**src/rtl/cdc_pkg.sv**
```systemverilog
// Shared types and defaults for the toggle req/ack clock-domain crossing.
// Both the launching and the capturing ends import this package.
package cdc_pkg;

   typedef enum logic {
      IDLE     = 1'b0,
      WAIT_ACK = 1'b1
   } hs_state_t;

   localparam int DEF_DATA_WIDTH  = 8;
   localparam int DEF_SYNC_STAGES = 2;

endpackage

```
**src/rtl/sync_bit_chain.sv**
```systemverilog
// Single-bit multi-flop synchronizer for a level/toggle signal.
// Synchronous active-high reset clears every stage.
module sync_bit_chain #(
   parameter int SYNC_STAGES = 2
) (
   input  logic CLK,
   input  logic RST,
   input  logic async_bit,
   output logic sync_bit
);

   logic [SYNC_STAGES-1:0] chain;

   always_ff @(posedge CLK) begin
      if (RST) begin
         chain <= '0;
      end else begin
         chain <= {chain[SYNC_STAGES-2:0], async_bit};
      end
   end

   assign sync_bit = chain[SYNC_STAGES-1];

endmodule

```
**src/rtl/cdc_hs_tx.sv**
```systemverilog
// Launching end of the toggle handshake: captures a word, toggles REQ_TGL,
// and waits for the synchronized acknowledge toggle to match it.
module cdc_hs_tx
   import cdc_pkg::*;
#(
   parameter int DATA_WIDTH  = DEF_DATA_WIDTH,
   parameter int SYNC_STAGES = DEF_SYNC_STAGES
) (
   input  logic                  CLK,
   input  logic                  RST,
   input  logic [DATA_WIDTH-1:0] SRC_DATA,
   input  logic                  SRC_VALID,
   output logic                  SRC_READY,
   output logic [DATA_WIDTH-1:0] DATA_HOLD,
   output logic                  REQ_TGL,
   input  logic                  ACK_TGL,
   output logic                  BUSY,
   output logic                  DONE,
   output logic                  PROTO_ERR
);

   hs_state_t state;
   logic      ack_s;
   logic      ack_prev;

   sync_bit_chain #(
      .SYNC_STAGES(SYNC_STAGES)
   ) u_ack_sync (
      .CLK       (CLK),
      .RST       (RST),
      .async_bit (ACK_TGL),
      .sync_bit  (ack_s)
   );

   always_ff @(posedge CLK) begin
      if (RST) begin
         state     <= IDLE;
         DATA_HOLD <= '0;
         REQ_TGL   <= 1'b0;
         ack_prev  <= 1'b0;
         DONE      <= 1'b0;
         PROTO_ERR <= 1'b0;
      end else begin
         ack_prev <= ack_s;
         DONE     <= 1'b0;
         unique case (state)
            IDLE: begin
               // an ack edge with nothing outstanding is a peer fault
               if (ack_s != ack_prev) begin
                  PROTO_ERR <= 1'b1;
               end
               if (SRC_VALID) begin
                  DATA_HOLD <= SRC_DATA;
                  REQ_TGL   <= ~REQ_TGL;
                  state     <= WAIT_ACK;
               end
            end
            WAIT_ACK: begin
               if (ack_s == REQ_TGL) begin
                  state <= IDLE;
                  DONE  <= 1'b1;
               end
            end
         endcase
      end
   end

   assign SRC_READY = (state == IDLE) & ~RST;
   assign BUSY      = (state == WAIT_ACK);

endmodule
```
**config.mk**
```make
export PLATFORM = sky130hd
export DESIGN_NAME = cdc_hs_tx
export DESIGN_NICKNAME = d
export VERILOG_FILES = /design/src/rtl/cdc_pkg.sv /design/src/rtl/sync_bit_chain.sv /design/src/rtl/cdc_hs_tx.sv
export SDC_FILE = /design/constraint.sdc
export NUM_CORES = 1
export LEC_CHECK = 0
export BUFFER_PORTS_ARGS = -buffer_cell sky130_fd_sc_hd__buf_2
export CAP_MARGIN = 5
export CELL_PAD_IN_SITES_DETAIL_PLACEMENT = 1
export CELL_PAD_IN_SITES_GLOBAL_PLACEMENT = 2
export CORE_MARGIN = 5
export CORE_UTILIZATION = 24
export DETAILED_ROUTE_END_ITERATION = 7
export PLACE_DENSITY = 0.74
export REMOVE_ABC_BUFFERS = 1
export SLEW_MARGIN = 25
export SYNTH_ARGS = -nofsm -noshare
export SYNTH_HDL_FRONTEND = slang
export SYNTH_HIERARCHICAL = 1
export SYNTH_SLANG_ARGS = --single-unit
```
**constraint.sdc**
```tcl
create_clock -name CLK -period 1.6 [get_ports CLK]
set_input_delay 0.16 -clock CLK [delete_from_list [all_inputs] [get_ports CLK]]
set_output_delay 0.16 -clock CLK [all_outputs]
set_load 0.05 [all_outputs]
```
==> results of run 1 <==
==> per-stage QoR <==
step | cells | total power, mW | hold WS (ps) | util, %
final | 111 | 0.7896 | 99.76 | 33.94
after global routing | 111 | 0.8527 | 92.40 | 33.94
after CTS | 111 | 0.8083 | 99.16 | 33.94
after detailed placement | 107 | 0.5927 | 390.8 | 32.63
after global placement | 107 | 0.5914 | 367.1 | 32.63
after floorplan | 55 | 0.5372 | 229.1 | -
==> worst max path at each step <==
| stage | from | endpoint | slack (ps) |
|---|---|---|---|
| CTS | BUSY$_SDFF_PP0_ | DATA_HOLD[3]$_SDFFE_PP0P_ | 390 |
| finish | BUSY$_SDFF_PP0_ | DATA_HOLD[3]$_SDFFE_PP0P_ | 430 |
| detailed placement | BUSY$_SDFF_PP0_ | DATA_HOLD[3]$_SDFFE_PP0P_ | 440 |
| global placement | BUSY$_SDFF_PP0_ | DATA_HOLD[6]$_SDFFE_PP0P_ | 520 |
| floorplan | BUSY$_SDFF_PP0_ | SRC_READY | 210 |
| global route | BUSY$_SDFF_PP0_ | DATA_HOLD[3]$_SDFFE_PP0P_ | 270 |
==> area by class of cell <==
class,count,area (um^2)
Tap cell,27,33.78
Timing Repair Buffer,25,127.6
Clock buffer,4,26.28
Fill cell,261,1323
Inverter,1,3.754
Sequential cell,15,300.3
Multi-Input combinational cell,39,187.7
==> layer usage <==
layer,up-vias,routed length (um),track usage [%]
li1,234,-,-
met1,213,527,10.14
met2,15,585,13.52
met3,2,110,4.408
met4,0,6,4.068
met5,-,0,0
==> state kept, by name, indices dropped and copies added, names as in the netlist <==
signal / cells
REQ_TGL: 1
DONE: 1
ack_prev: 1
BUSY: 1
u_ack_sync/chain: 2
DATA_HOLD: 8
PROTO_ERR: 1
==> cells in the final DEF (no fill, tap or decap) <==
cell      instances
xnor2_1           1
clkbuf_1          1
buf_4             1
dfxtp_1          15
nand2b_1          1
buf_2            24
clkbuf_4          3
nor2_1            4
nand2_1          16
a21oi_1          10
inv_1             1
xor2_1            2
nor2b_1           4
nor3_1            1
==> power groups by stage <==
stage | Clock (mW) | Sequential [mW] | Combinational (mW)
finish | 0.209 | 0.411 | 0.170
global route | 0.254 | 0.415 | 0.184
CTS | 0.223 | 0.412 | 0.173
detailed placement | 0 | 0.420 | 0.173
global placement | 0 | 0.419 | 0.173
floorplan | 0 | 0.490 | 0.0469
==> synth_stat cells <==
master,number
nand2_1,16
nand2b_1,1
inv_1,1
dfxtp_1,15
a21oi_1,10
xor2_1,2
nor2b_1,4
nor3_1,1
xnor2_1,1
buf_4,2
nor2_1,4
buf_2,1
==> logic make-up after synthesis <==
group                  Yosys count  synth area share (%)
AO/OA/AOI/OAI                   10                 9.780
AND/OR/NAND/NOR                 26                 21.76
XOR/XNOR                         3                 5.135
buffers and inverters            4                 4.643
flip-flops                      15                 58.68
==> flow_summary.json, run 1 <==
{
  "final_area_um2": 679.4,
  "drc_errors": 0,
  "holdPathStages": 2,
  "area_growth_pct": 32.76,
  "totalWireLength_um": 1231,
  "cts_sinks": 15,
  "grt_max_degree": 17,
  "path_depth": 4,
  "vias_per_cell": 4.180,
  "p_sw_uw": 249.7,
  "gp_congestion": 0.6419,
  "path_cells": "nor2b_1 > buf_4 > nand2_1 > a21oi_1",
  "first_pass_iters": 2,
  "ctsResizeCount": 0,
  "core_mm2": 0.002002,
  "final_hold_viol_count": 0,
  "synth_area_um2": 511.7,
  "yosysWarnings": 6,
  "status": "complete, no violations",
  "drv_slew": 0,
  "final.setup.worst_slack_ps": 432.5,
  "finalClockSkew_ps": 5.377,
  "p_clk_share_pct": 26.4,
  "required_ps": 1800,
  "fmax_mhz": 856.6,
  "dpl_worst_slack_ps": 438.4,
  "ys_ff_latch": 15,
  "grt_first_pass_wirelength_um": 2180,
  "worstReg2RegEnd": "DATA_HOLD[3]$_SDFFE_PP0P_",
  "grt_usage_pct": 8.805,
  "start_kind": "flip-flop",
  "p_sw_share_pct": 31.63,
  "hold_path_class": "input pin to flip-flop",
  "routedWlPerCell_um": 11.09,
  "r2r_cells": 4,
  "intPower_uw": 539.9,
  "crit_arrival_ps": 1370,
  "die_w_um": 56.18,
  "crit_buf_inv": 1,
  "min_to": "u_ack_sync/chain[0]$_SDFF_PP0_",
  "cts_buffers": 3,
  "dpl-instance-area_um2": 653.1,
  "min_period_ps": 1167,
  "critPathMaxFanout": 6,
  "drtIter0Drc": 4,
  "seqPwrFrac_pct": 52.0,
  "grt_antenna_before_repair": 0,
  "r2r-start": "BUSY$_SDFF_PP0_",
  "nets": 97,
  "relSlewSlack_pct": 73.52,
  "rsz0062_at_grt": "no",
  "ant_nets": 0,
  "cp-end-kind": "flip-flop",
  "p_per_area_mw_per_mm2": 1162,
  "cts_hold_buffers": 0,
  "drive_gt1_share_pct": 33.33,
  "cts_setup_buffers": 0,
  "portBuffers": 24,
  "htree_levels": 1,
  "critPathTopFamily": "simple AND/OR/NAND/NOR gates",
  "cts_tree": "yes",
  "synth_area_per_cell_um2": 8.823,
  "grt.overflow.total": 0,
  "crit_slowest_cell": "dfxtp_1",
  "dieArea_mm2": 0.003156,
  "insertion_delay_ps": 270,
  "drv_cap": 0,
  "cts_max_path_buffers": 2,
  "initial_core_util_pct": 25.56,
  "io_pins": 25,
  "timing.reg2reg.setup_slack_ps": 430,
  "synth_cell_type_count": 12,
  "p_comb_share_pct": 21.5,
  "clkTransAtPathRegs_ps": 80,
  "synth_area_leaders": "dfxtp_1, nand2_1, a21oi_1, nor2b_1, xor2_1",
  "dp_hpwl_um": 941.8,
  "synthCells": 58,
  "fin_crit_sh_pct": 72.97,
  "critPathMaxStageDelay_ps": 360,
  "synth_top_area_share_pct": 58.68,
  "ys_seq_area_share_pct": 58.68,
  "p_leak_nw": 0.3282,
  "min-delay-start": "ACK_TGL",
  "setup_viol": 0,
  "ir_drop_mv": 0.3555,
  "ctsRootBufferMaster": "clkbuf_4",
  "die_height_um": 56.18,
  "synth_top_area_cell": "dfxtp_1",
  "tightest_slew_ps": 396.3,
  "rows": 16,
  "diodes": 0,
  "vias": 464,
  "grt_pass1_vias": 498,
  "worst-setup-path-type": "flip-flop to flip-flop",
  "fin_tns_setup_ps": 0
}
(Power assumes the default switching activity.)
==> run 2, diff against run 1 <==
Settings changed: ABC_AREA set to 1, CORE_UTILIZATION 24 to 23, PLACE_DENSITY 0.74 to 0.71.
Clock period 1.6 ns to 1.17 ns, I/O delays scaled along.
==> run 2 against run 1 <==
- synthesized area up 14%
- synthesized cell count increased by 31%
- total power increased by 48%
- global-route usage increased by 0.37 points
- first-iteration DRC count rose to 2.8 times the previous value
- sequential power up 40%
- count of clock-buffer cells in the layout unchanged
- non-clock buffer count stayed put
- worst setup slack got worse by 340 ps
- sequential share of layout area decreased by 5.4 points
- critical path type is now flip-flop to output port
- highest routed layer unchanged
==> flow_summary.json, run 2 <==
{
  "regArea_um2": 301.5,
  "area_growth_pct": 33.55,
  "min-delay-start": "ACK_TGL",
  "synth_cell_type_count": 12,
  "dpl-instance-area_um2": 735.7,
  "synth_top_area_cell": "dfxtp_1",
  "timing.hold.ws_ps": 43.58,
  "total_power_mw": 1.165,
  "fmax_mhz": 929.2,
  "yosysWarnings": 6,
  "vias": 551,
  "critPathMaxFanout": 5,
  "cts_max_path_buffers": 2,
  "r2r-start": "BUSY$_SDFF_PP0_",
  "hold_path_class": "input pin to flip-flop",
  "ys_ff_latch": 15,
  "synth_top_area_share_pct": 51.61,
  "drc_errors": 0,
  "nets": 117,
  "ys_seq_area_share_pct": 51.61,
  "grt_usage_pct": 9.179,
  "portBuffers": 24,
  "gp_congestion": 0.7622,
  "drv_slew": 0,
  "startpoint": "BUSY$_SDFF_PP0_",
  "fin_crit_sh_pct": 91.99,
  "cp-end-kind": "output port",
  "cts_sinks": 15,
  "setup_viol": 0,
  "dp_hpwl_um": 1043,
  "cts_tree": "yes",
  "drtIter0Drc": 11,
  "p_per_area_mw_per_mm2": 1500,
  "ys_async_sr_fraction_pct": 0,
  "die_w_um": 60.30,
  "status": "complete, no violations",
  "die_height_um": 60.30,
  "min_period_ps": 1076,
  "core_mm2": 0.002455,
  "final_area_um2": 777.0,
  "synth_area_um2": 581.8,
  "top_register": "DATA_HOLD",
  "initial_core_util_pct": 23.70,
  "crit_arrival_ps": 960,
  "reg_top3": "DATA_HOLD: 8 flops, u_ack_sync/chain: 2 flops",
  "worst-setup-path-type": "flip-flop to output port",
  "start_kind": "flip-flop",
  "synth_area_leaders": "dfxtp_1, nor2_1, nand3b_1, nand2_1, inv_1",
  "drv_cap": 0,
  "ctsRootBufferMaster": "clkbuf_4",
  "place_inst": 130,
  "first_pass_iters": 2,
  "relSlewSlack_pct": 82.07,
  "vias_per_cell": 4.112,
  "crit_slowest_cell": "dfxtp_2",
  "finalClockSkew_ps": 1.965,
  "required_ps": 1050,
  "drive_gt1_share_pct": 32.69,
  "dieArea_mm2": 0.003635,
  "synth_edf_count": 0,
  "grt_antenna_before_repair": 0,
  "path_cells": "nor2_2 > buf_6",
  "fin_tns_setup_ps": 0,
  "io_pins": 25,
  "final_hold_viol_count": 0,
  "p_leak_nw": 0.3980,
  "synthCells": 76,
  "final_cell_mix": "nor2_1, buf_2, nand2_1",
  "netlist_top_cells_count": "nor2_1, dfxtp_1, nand2_1",
  "synth_area_per_cell_um2": 7.655,
  "cts_hold_buffers": 0,
  "grt_first_pass_wirelength_um": 2435,
  "htree_levels": 1,
  "routedWlPerCell_um": 10.66,
  "critPathMaxStageDelay_ps": 370,
  "grt.overflow.total": 0,
  "largest_reg_flops": 8,
  "final_cells": 134,
  "tightest_slew_ps": 267.2,
  "diodes": 0,
  "cts_buffers": 3,
  "ys.flop_type": "dfxtp_1",
  "rows": 18,
  "totalWireLength_um": 1428,
  "final_common_cell": "nor2_1",
  "grt_pass1_vias": 544,
  "synth.most_common_cell": "nor2_1",
  "ir_drop_mv": 0.6839,
  "insertion_delay_ps": 270,
  "multi_input_area_um2": 242.7,
  "fillCellCount": 327,
  "grt_max_degree": 11,
  "rsz0062_at_grt": "no",
  "ant_nets": 0,
  "clkTransAtPathRegs_ps": 90
}
[run 2: final timing paths]
check | end | slack (ps) | depth (start not counted)
hold / removal | u_ack_sync/chain[0]$_SDFF_PP0_ | 40 | 3
setup reg to reg | REQ_TGL$_SDFFE_PP0P_ | 320 | 4
setup / recovery | SRC_READY | 90 | 2
hold reg to reg | u_ack_sync/chain[1]$_SDFF_PP0_ | 410 | 2
[run 2: what timing repair did]
| item | 4_1_cts | 5_1_grt |
|---|---|---|
| endpoints found under the setup margin | 2 | 3 |
| gates resized for setup | 4 | 2 |
| setup buffers | 0 | 0 |
[run 2: layout make-up]
cell class | count | share of cell area, %
Clock buffer | 4 | 3.382
Inverter | 8 | 3.865
Multi-Input combinational cell | 52 | 31.24
Sequential cell | 15 | 38.81
Tap cell | 30 | 4.831
Timing Repair Buffer | 25 | 17.87
[run 2: report_power, final]
| group | total, mW | switching (mW) | internal [mW] |
|---|---|---|---|
| logic | 0.304 | 0.217 | 0.0867 |
| clock network | 0.287 | 0.155 | 0.132 |
| registers | 0.575 | 0.0244 | 0.550 |
[run 2: worst max-delay path, delay by kind of cell, from the launching register on]
family / cells / cell delay [ps]
simple gates: 1 / 150
flops: 1 / 370
buf+inv: 1 / 170
[run 2: per-stage QoR]
step	utilization (%)	setup WS, ps
finish	31.65	93.77
global route	31.65	19.51
CTS	31.50	22.12
detailed placement	29.97	260.6
global placement	29.97	271.1
floorplan	-	-401.8
[run 2: layer usage]
layer / routed length [um] / GRT usage [%] / up-vias / share of wire [%]
li1: - / - / 290 / -
met1: 639 / 11.47 / 242 / 45
met2: 629 / 14.81 / 17 / 44
met3: 149 / 2.376 / 2 / 10
met4: 10 / 3.797 / 0 / 0.70
met5: 0 / 0 / - / 0
[run 2: kinds of logic after synthesis]
group / share of synthesized area, %
compound gates: 0.8594
buf+inv: 7.097
flops: 51.61
simple gates: 40.43
==> run 3, diff against run 2 <==
Settings changed: CELL_PAD_IN_SITES_DETAIL_PLACEMENT 1 to 0, CELL_PAD_IN_SITES_GLOBAL_PLACEMENT 2 to 1, CORE_UTILIZATION 23 to 30.
==> run 3 against run 2 <==
- non-clock buffer count decreased by 1
- utilization increased by 8.5 points
- via count decreased by 1.5%
- sequential power about the same
- sequential share of layout area increased by 0.64 points
- flip-flop and latch count unchanged
- global-route usage increased by 0.45 points
- first-iteration DRC count decreased by 73%
- worst setup slack got worse by 37 ps
- combinational power decreased by 2%
- fmax decreased by 3.3%
- clock power increased by 3%
- highest routed layer unchanged
==> flow_summary.json, run 3 (synthesized netlist as in run 2, its figures left out) <==
{
  "hold_path_class": "input pin to flip-flop",
  "fmax_mhz": 898.3,
  "area_growth_pct": 31.40,
  "timing.hold.ws_ps": 34.38,
  "drv_slew": 0,
  "grt_max_degree": 11,
  "drive_gt1_share_pct": 33.01,
  "critPathMaxStageDelay_ps": 420,
  "r2r-start": "BUSY$_SDFF_PP0_",
  "grt.overflow.total": 0,
  "htree_levels": 1,
  "drc_errors": 0,
  "ir_drop_mv": 0.5964,
  "worst-setup-path-type": "flip-flop to output port",
  "grt_antenna_before_repair": 0,
  "routedWlPerCell_um": 9.892,
  "grt_pass1_vias": 485,
  "cts_sinks": 15,
  "final_hold_viol_count": 0,
  "crit_arrival_ps": 1000,
  "min-delay-start": "ACK_TGL",
  "p_per_area_mw_per_mm2": 1528,
  "cts_max_path_buffers": 2,
  "core_mm2": 0.001902,
  "min_period_ps": 1113,
  "postLayoutCoreUtil_pct": 40.20,
  "cp-end-kind": "output port",
  "gp_congestion": 0.6731,
  "die_w_um": 54.04,
  "ant_nets": 0,
  "ctsRootBufferMaster": "clkbuf_4",
  "vias": 543,
  "drv_cap": 0,
  "grt_first_pass_wirelength_um": 1945,
  "status": "complete, no violations",
  "final_cells": 130,
  "dp_hpwl_um": 904.8,
  "dieArea_mm2": 0.002920,
  "finalClockSkew_ps": 6.447,
  "portBuffers": 24,
  "final.setup.worst_slack_ps": 56.79,
  "cts_hold_buffers": 0,
  "cts_tree": "yes",
  "rsz0062_at_grt": "no",
  "critPathMaxFanout": 5,
  "io_pins": 25,
  "top_register": "DATA_HOLD",
  "relSlewSlack_pct": 82.23,
  "place_inst": 126,
  "cts_buffers": 3,
  "rows": 16,
  "startpoint": "REQ_TGL$_SDFFE_PP0P_",
  "nets": 116,
  "setup_viol": 0,
  "tightest_slew_ps": 264.9,
  "totalWireLength_um": 1286,
  "required_ps": 1050,
  "diodes": 0,
  "crit_buf_inv": 1,
  "drtIter0Drc": 3,
  "final_cell_mix": "nor2_1, buf_2, nand2_1",
  "path_cells": "buf_2",
  "clkTransAtPathRegs_ps": 100,
  "vias_per_cell": 4.177,
  "fin_crit_sh_pct": 95.15,
  "largest_reg_flops": 8,
  "dpl_worst_slack_ps": 269.4,
  "critPathTopFamily": "flip-flops",
  "total_power_mw": 1.168,
  "start_kind": "flip-flop",
  "initial_core_util_pct": 30.59,
  "grt_usage_pct": 9.628,
  "p_leak_nw": 0.3960,
  "reg_top3": "DATA_HOLD: 8 flops, u_ack_sync/chain: 2 flops",
  "die_height_um": 54.04,
  "crit_slowest_cell": "dfxtp_1",
  "first_pass_iters": 3,
  "insertion_delay_ps": 280
}
-- run 3: cell count changes in the layout (fill, tap and decap cells not counted) --
cell | before | now
clkinv_2 | 0 | 1
buf_2 | 21 | 22
clkbuf_4 | 4 | 3
clkbuf_1 | 1 | 0
buf_4 | 2 | 1
-- run 3: power breakdown --
group / switching [mW] / total (mW) / internal (mW)
logic: 0.214 / 0.297 / 0.0829
clock network: 0.170 / 0.297 / 0.127
registers: 0.0240 / 0.574 / 0.550
-- run 3: area by class of cell --
| class | count | area, um^2 |
|---|---|---|
| timing repair buffer | 24 | 128.9 |
| clock buffer | 3 | 22.52 |
| clock inverter | 1 | 5.005 |
| inverter | 8 | 30.03 |
| tap | 27 | 33.78 |
| fill | 218 | 1137 |
| sequential | 15 | 301.5 |
| multi-input combinational | 52 | 242.7 |
-- run 3: final timing paths --
check | end | slack [ps] | cells after the start
worst max-delay path | REQ_TGL | 60 | 1
worst min register to register | u_ack_sync/chain[1]$_SDFF_PP0_ | 410 | 2
worst max register to register | BUSY$_SDFF_PP0_ | 320 | 4
worst min-delay path | u_ack_sync/chain[0]$_SDFF_PP0_ | 30 | 3
-- run 3: metal layers --
layer / share of wire [%] / wire [um] / global-route usage (%) / vias up
met5: 0 / 0 / 0 / -
met4: 0.78 / 10 / 7.469 / 0
met3: 8.0 / 103 / 2.770 / 2
met2: 43 / 556 / 15.93 / 15
met1: 48 / 616 / 10.18 / 236
li1: - / - / - / 290
-- run 3: per-stage QoR --
step | TNS [ps] | area (um^2)
global placement | 0 | 724.4
global route | 0 | 764.5
floorplan | -660.2 | 570.5
CTS | 0 | 763.2
detailed placement | 0 | 724.4
finish | 0 | 764.5
-- run 3: what timing repair did --
action                                  in CTS  in global routing
gates cloned                                 0                  0
endpoints found under the setup margin       2                  2
gates resized for setup                      4                  1
buffers inserted                             0                  0
hold endpoints to repair                     0                  0
